**config.mk**
```make
export PLATFORM = sky130hd
export DESIGN_NAME = divide_signed
export DESIGN_NICKNAME = d
export VERILOG_FILES = /design/src/rtl/divide_signed.sv
export SDC_FILE = /design/constraint.sdc
export NUM_CORES = 1
export LEC_CHECK = 0
export CORE_UTILIZATION = 55
export CTS_CLUSTER_DIAMETER = 150
export CTS_CLUSTER_SIZE = 25
export DETAILED_ROUTE_END_ITERATION = 7
export PLACE_DENSITY = 0.81
export SYNTH_ARGS = -nofsm -noshare
export SYNTH_HDL_FRONTEND = slang
export SYNTH_SLANG_ARGS = --single-unit
```
**constraint.sdc**
```tcl
create_clock -name clk -period 3.4 [get_ports clk]
set_clock_uncertainty 0.05 [all_clocks]
set_input_delay 0.51 -clock clk [delete_from_list [all_inputs] [get_ports clk]]
set_output_delay 0.51 -clock clk [all_outputs]
set_load 0.1 [all_outputs]
```
**src/rtl/divide_signed.sv**
```systemverilog
// Multi-cycle radix-2 restoring signed divider: one quotient bit per enabled clock,
// magnitudes iterated, signs applied in a final fix-up cycle.
module divide_signed #(
  parameter int DIVIDEND_W = 48,
  parameter int DIVISOR_W  = 16,
  parameter int CNT_W      = 6
) (
  input  logic                  clk,
  input  logic                  SCLR,
  input  logic                  CE,
  input  logic                  start,
  input  logic [DIVIDEND_W-1:0] DIVIDEND,
  input  logic [DIVISOR_W-1:0]  DIVISOR,
  output logic                  busy,
  output logic                  done,
  output logic [DIVIDEND_W-1:0] Q,
  output logic [DIVISOR_W-1:0]  R,
  output logic                  DIV0,
  output logic                  OVF,
  output logic [1:0]            dbg_state
);

  localparam int NW = DIVIDEND_W;
  localparam int DW = DIVISOR_W;

  // Handshake: start is accepted only at a CE=1 edge in IDLE; busy stays high
  // from that edge until the done edge; done is a one-enabled-cycle pulse and
  // Q/R/DIV0/OVF are valid from it until the next done or SCLR.
  typedef enum logic [1:0] {
    S_IDLE = 2'd0,
    S_RUN  = 2'd1,
    S_FIX  = 2'd2
  } state_t;

  state_t          state, state_nxt;
  logic [CNT_W-1:0] cnt;
  logic [NW-1:0]   qshift;   // dividend magnitude shifts out, quotient bits shift in
  logic [DW-1:0]   rem;
  logic [DW:0]     dsr_mag;
  logic            sign_n, sign_d, div0_r, ovf_r;

  logic [NW-1:0]   n_mag;
  logic [DW:0]     d_mag;
  logic [DW:0]     shifted;
  logic            qbit;
  logic            last_iter;

  always_comb begin
    n_mag     = DIVIDEND[NW-1] ? -DIVIDEND : DIVIDEND;
    d_mag     = {1'b0, (DIVISOR[DW-1] ? -DIVISOR : DIVISOR)};
    shifted   = {rem, qshift[NW-1]};
    qbit      = (shifted >= dsr_mag);
    last_iter = (cnt == CNT_W'(NW - 1));
  end

  always_comb begin
    state_nxt = state;
    case (state)
      S_IDLE:  if (start) state_nxt = S_RUN;
      S_RUN:   if (last_iter) state_nxt = S_FIX;
      S_FIX:   state_nxt = S_IDLE;
      default: state_nxt = S_IDLE;
    endcase
  end

  always_ff @(posedge clk) begin
    if (SCLR) state <= S_IDLE;
    else if (CE) state <= state_nxt;
  end

  always_ff @(posedge clk) begin
    if (SCLR) begin
      done    <= 1'b0;
      Q       <= '0;
      R       <= '0;
      DIV0    <= 1'b0;
      OVF     <= 1'b0;
      cnt     <= '0;
      qshift  <= '0;
      rem     <= '0;
      dsr_mag <= '0;
      sign_n  <= 1'b0;
      sign_d  <= 1'b0;
      div0_r  <= 1'b0;
      ovf_r   <= 1'b0;
    end else if (CE) begin
      done <= 1'b0;
      case (state)
        S_IDLE: begin
          if (start) begin
            qshift  <= n_mag;
            dsr_mag <= d_mag;
            rem     <= '0;
            sign_n  <= DIVIDEND[NW-1];
            sign_d  <= DIVISOR[DW-1];
            div0_r  <= (DIVISOR == '0);
            ovf_r   <= (DIVIDEND == {1'b1, {(NW-1){1'b0}}}) && (DIVISOR == '1);
            cnt     <= '0;
          end
        end
        S_RUN: begin
          qshift <= {qshift[NW-2:0], qbit};
          rem    <= qbit ? DW'(shifted - dsr_mag) : shifted[DW-1:0];
          cnt    <= cnt + CNT_W'(1);
        end
        S_FIX: begin
          done <= 1'b1;
          DIV0 <= div0_r;
          OVF  <= ovf_r;
          // The overflow case falls out naturally: magnitude 2^(NW-1), no negation.
          if (div0_r) begin
            Q <= '1;
            R <= '0;
          end else begin
            Q <= (sign_n ^ sign_d) ? -qshift : qshift;
            R <= sign_n ? -rem : rem;
          end
        end
        default: ;
      endcase
    end
  end

  assign busy      = (state != S_IDLE);
  assign dbg_state = state;

endmodule

```
After elaboration in Yosys (flattened, before gate mapping)
Index checks and enable logic that the tools add are counted.
- register bits: 159
- bits of input ports: 68
- output and inout port bits: 70
- word-level logic and storage cells: 55
- add/sub/neg operators: 6
- magnitude comparators: 1
- equal/unequal tests: 7
- muxes and demuxes: 17
- bitwise gates (word level): 1
- reduce and logical (&&, ||, !) cells: 9
- operators with widths (kind ; number):
    two-way mux 48 bit ; 4
    negation 48 bit ; 2
    one-hot mux 48 bit (2 select lines) ; 1
    two-way mux 16 bit ; 5
    == test 48 bit, second input constant ; 1
    negation 16 bit ; 2
    one-hot mux 16 bit (2 select lines) ; 1
    >= comparator 17 x 16 -> 1 bit ; 1
    == test 16 bit, second input constant ; 1
    logical NOT 16 bit ; 1
    subtractor 16 bit ; 1
    one-hot mux 6 bit (2 select lines) ; 1
    AND reduction 3 bit ; 3
    adder 6 x 1 -> 6 bit, second input constant ; 1
    == test 6 bit, second input constant ; 1
    two-way mux 6 bit ; 1
    two-way mux 2 bit ; 2
    != test 2 bit, second input constant ; 2
    one-hot mux 2 bit (2 select lines) ; 1
    nonzero test 2 bit ; 2
    == test 2 x 1 -> 1 bit, second input constant ; 1
    == test 2 bit, second input constant ; 1
    logical NOT 2 bit ; 1
    AND reduction 2 bit ; 1
    3 further kinds ; 3

Depth between registers and ports, before layout
- word-level depth: 4
- gate-level depth with buffers: 11
- gate-level depth less buffers: 11

Worst setup path before layout
No wires, ideal clock.
- path type: input to register
- start point: input port DIVIDEND[28]
- end point: register qshift[46]
- setup time: 0.117 ns
- arrival: 2.618 ns
- data required time: 3.233 ns
- slack: 0.615 ns
- stages on the path: 8
- buffers on the path: 1
- cell sequence: or4_4 > or4_4 > buf_6 > or4_4 > o41ai_2 > xnor2_1 > o221ai_2 > nand2_1
- longest elaborated chain between the ends: 4
- ends and longest elaborated chain (element ; RTL line ; RTL):
    start, declared ; 12 ; input logic [DIVIDEND_W-1:0] DIVIDEND,
    negation 48 bit ; 49 ; n_mag = DIVIDEND[NW-1] ? -DIVIDEND : DIVIDEND;
    two-way mux 48 bit ; 49 ;
    two-way mux 48 bit ; 90 ; if (start) begin
    one-hot mux 48 bit (2 select lines) ; 88 ; case (state)
    end signal, assigned ; 91 ; qshift <= n_mag;
    end signal, assigned ; 102 ; qshift <= {qshift[NW-2:0], qbit};
    end, declared ; 37 ; logic [NW-1:0] qshift;
Every way passes these cells. The select of a mux whose other input is x is not followed.
A chain may end at the register's enable or synchronous reset.

Final worst setup path
- start point: register dsr_mag[4]
- end point: register rem[7]
- longest elaborated chain between the ends: 3
- elaborated cells on any way between the ends: 4
- those cells by class: add/sub: 1; order compare: 1; mux: 2
- ends and longest elaborated chain (element ; RTL line ; RTL):
    start, declared ; 39 ; logic [DW:0] dsr_mag;
    start signal, assigned ; 92 ; dsr_mag <= d_mag;
    subtractor 16 bit / >= comparator 17 x 16 -> 1 bit (equally long branches) ; 103, 52 ;
    two-way mux 16 bit (*) ; 103 ; rem <= qbit ? DW'(shifted - dsr_mag) : shifted[DW-1:0];
    one-hot mux 16 bit (2 select lines) (*) ; 88 ;
    end signal, assigned ; 103 ;
    end, declared ; 38 ; logic [DW-1:0] rem;
Mark *: on every way between the ends. The rest lies on a longest branch, timed or not.

==> impl_metrics.csv <==
group,metric,value,unit
outcome,status,"finished with violations",
outcome,violations,"design-rule violations",
power_and_ir_drop,power_frac_comb,23.7,%
timing,fin_crit,2.916,ns
yosys,synth_edf_count,0,
floorplanning,die_area,17390,µm²
yosys,syn_area,9279,µm²
power_and_ir_drop,pwr-share-clk,37.1,%
placement,port_buffers,137,
finish,nFillCells,1350,
power_and_ir_drop,ir_drop,401.5,µV
clock_network,clockBufferDepth,2,
yosys,syn_inst,1158,
finish,final_util,69.98,%
clock_network,cts_buffers,17,
finish,drive_above_1_share,7.502,%
setup_path,start_kind,"flop",
routing,drt-pass1-iter-count,8,
routing,via_count,9262,
floorplanning,fp-row-count,47,
timing,worst_slack,0.4843,ns
yosys,async_reset_ff_share,0,%
placement,pre_cts_ws,0.09646,ns
clock_network,cts_max_level,4,
timing,setup_tns,0,ns
clock_network,cts-root-buf,"clkbuf_16",
finish,insertedDiodeCount,0,
hold_path,hold_path.class,"flop to flop",
setup_path,cp_max_fo,21,
yosys,netlist-cell-type-count,64,
clock_network,clk_latency,0.43,ns
yosys,synth_seq_cells,159,
finish,area_growth,24.62,%
clock_network,holdBufCountCts,0,
clock_network,cts_setup_buffers,0,
setup_path,arrival,3.24,ns
timing,setup_violations,0,
power_and_ir_drop,p_per_area,447.9,nW/µm²
clock_network,cts_tree,"yes",
clock_network,clock_sinks,159,
global_routing,antenna_found_initial,0,
routing,wl_per_cell,17.16,µm
setup_path,crit_required,3.72,ns
yosys,yosys.area.top_type,"dfxtp_1",
yosys,syn_nets,1249,
setup_path,worst-setup-path-type,"flop to flop",
routing,vias_per_cell,6.122,
timing,slew_headroom,32.72,%
global_routing,grt_pass1_vias,8694,
yosys,dominantRegCellSynth,"dfxtp_1",
yosys,yosys_warnings,0,
timing,hold_viol_final,0,
placement,place_congestion,0.9419,
timing,rsz0062_at_grt,"no",
timing,fin_crit_sh,85.76,%
timing,slew_violations,0,
global_routing,grt-ovfl-total,0,
yosys,synth_seq_area_share,34.30,%
yosys,avgSynthCellArea,8.013,µm²
power_and_ir_drop,leakagePower,0.004174,µW
timing,tightestPinTransition,1.006,ns
routing,drc,2,
floorplanning,io_pins,138,
timing,fmax,343.0,MHz
routing,ant_nets,0,
finish,nets,1372,
power_and_ir_drop,seq_power_share,39.2,%
global_routing,grt_pass1_wl,42.40,mm
placement,place_inst,1482,
floorplanning,initial_core_util,56.15,%
routing,routed_wl,25.96,mm
finish,instances_no_fill,1513,
routing,dr.first_iter.drc_count,926,
yosys,ys_top_cells_by_area,"dfxtp_1, xnor2_1, nor2_1",
setup_path,crit_path_end_kind,"flop",
global_routing,grt_max_degree,52,
floorplanning,die_w,131.9,µm
power_and_ir_drop,sw_frac_of_total,30.72,%
global_routing,grt_usage,29.86,%
flow_run,cap_violations,0,
clock_network,cts_resized,0,
placement,dp_hpwl,19.07,mm
floorplanning,core,16520,µm²
yosys,yosys.area.top_type_share,34.30,%
floorplanning,die_y,131.9,µm
clock_network,clkTransAtPathRegs,0.06,ns
power_and_ir_drop,p_sw,1591,µW
power_and_ir_drop,internal_power,3588,µW
power groups by stage:
stage,Sequential [µW],Combinational [µW],Clock [µW]
floorplan,2050,834,0
global placement,2070,1180,0
detailed placement,2070,1200,0
CTS,2030,1210,1930
global route,2040,1340,2000
finish,2030,1230,1920
cell type report:
| type | count | area, µm² | share of cell area, % |
|---|---|---|---|
| Clock inverter | 11 | 133.9 | 1.158 |
| Sequential cell | 159 | 3183 | 27.53 |
| Timing Repair Buffer | 178 | 1689 | 14.61 |
| Clock buffer | 20 | 456.7 | 3.949 |
| Multi-Input combinational cell | 885 | 5675 | 49.08 |
| Inverter | 40 | 150.1 | 1.298 |
| Tap cell | 220 | 275.3 | 2.380 |
cells in the final DEF (no fill, tap or decap), types with 25 or more instances in the layout:
cell type	Yosys	routed
buf_4	1	43
o21ai_0	60	60
dfxtp_1	159	159
nand2_1	116	116
or3_1	25	25
xor2_1	50	50
xnor2_1	77	76
inv_1	39	39
clkdlybuf4s50_1	0	132
a21oi_1	54	54
a211oi_1	56	56
o221ai_1	26	26
nor2_1	139	137
nor3_1	35	35
o31ai_1	36	36
registers in the layout (all words and copies together) (netlist names), 2 cells and up:
signal and count:
Q 48, R 16, cnt 6, dbg_state 2
dsr_mag 16, qshift 48, rem 16
cell usage after synthesis, drive strengths merged, types with 6 or more instances:
cell type,count
dfxtp,159
nor2,139
nand2,116
xnor2,77
clkbuf,66
o21ai,62
a211oi,56
a21oi,54
xor2,50
inv,39
nor3,36
o31ai,36
o221ai,27
or3,25
ha,22
nand4,15
a222oi,13
a22oi,12
nand3,12
nor4,12
o41ai,12
or4,12
mux2i,11
a31oi,9
buf,8
nand2b,8
a311oi,6
a32oi,6
o21a,6
or2,6
worst max-delay path, stage by stage (launching register included):
cell and delay (ns):
dfxtp_1 0.33, inv_1 0.04, ha_1 0.39, nand3_1 0.14
o21bai_1 0.23, a31oi_1 0.40, a311o_1 0.23, a31oi_2 0.12
buf_12 0.18, or4b_2 0.66, nand3_1 0.08
routing by layer:
metal	routed length [µm]	track usage [%]
met2	12540	50.50
met4	522	11.95
met1	10960	37.52
met3	1940	5.459
met5	0	0
cell families after synthesis:
group	count (synthesis)	synth area share, %
simple gates	400	20.02
compound gates	324	24.47
flops	159	34.30
xor+xnor	127	11.99
buf+inv	114	4.841
fa+ha+maj	23	3.182
mux	11	1.187
final timing paths:
| kind | depth (start not counted) | start | to | slack [ns] |
|---|---|---|---|---|
| setup reg to reg | 10 | dsr_mag[4] | rem[7] | 0.48 |
| setup / recovery | 10 | dsr_mag[4] | rem[7] | 0.48 |
| hold / removal | 2 | R[13] | R[13] | 0.40 |
| hold reg to reg | 2 | R[13] | R[13] | 0.40 |
metrics by stage:
step	hold slack, ns	area, µm²	power (µW)
global placement	0.3889	10970	3249
finish	0.4044	11560	5179
CTS	0.4062	11560	5176
global route	0.4308	11560	5386
detailed placement	0.3973	10970	3271
floorplan	0.3823	9279	2881
Note: power is estimated with default switching activity, not from simulation.
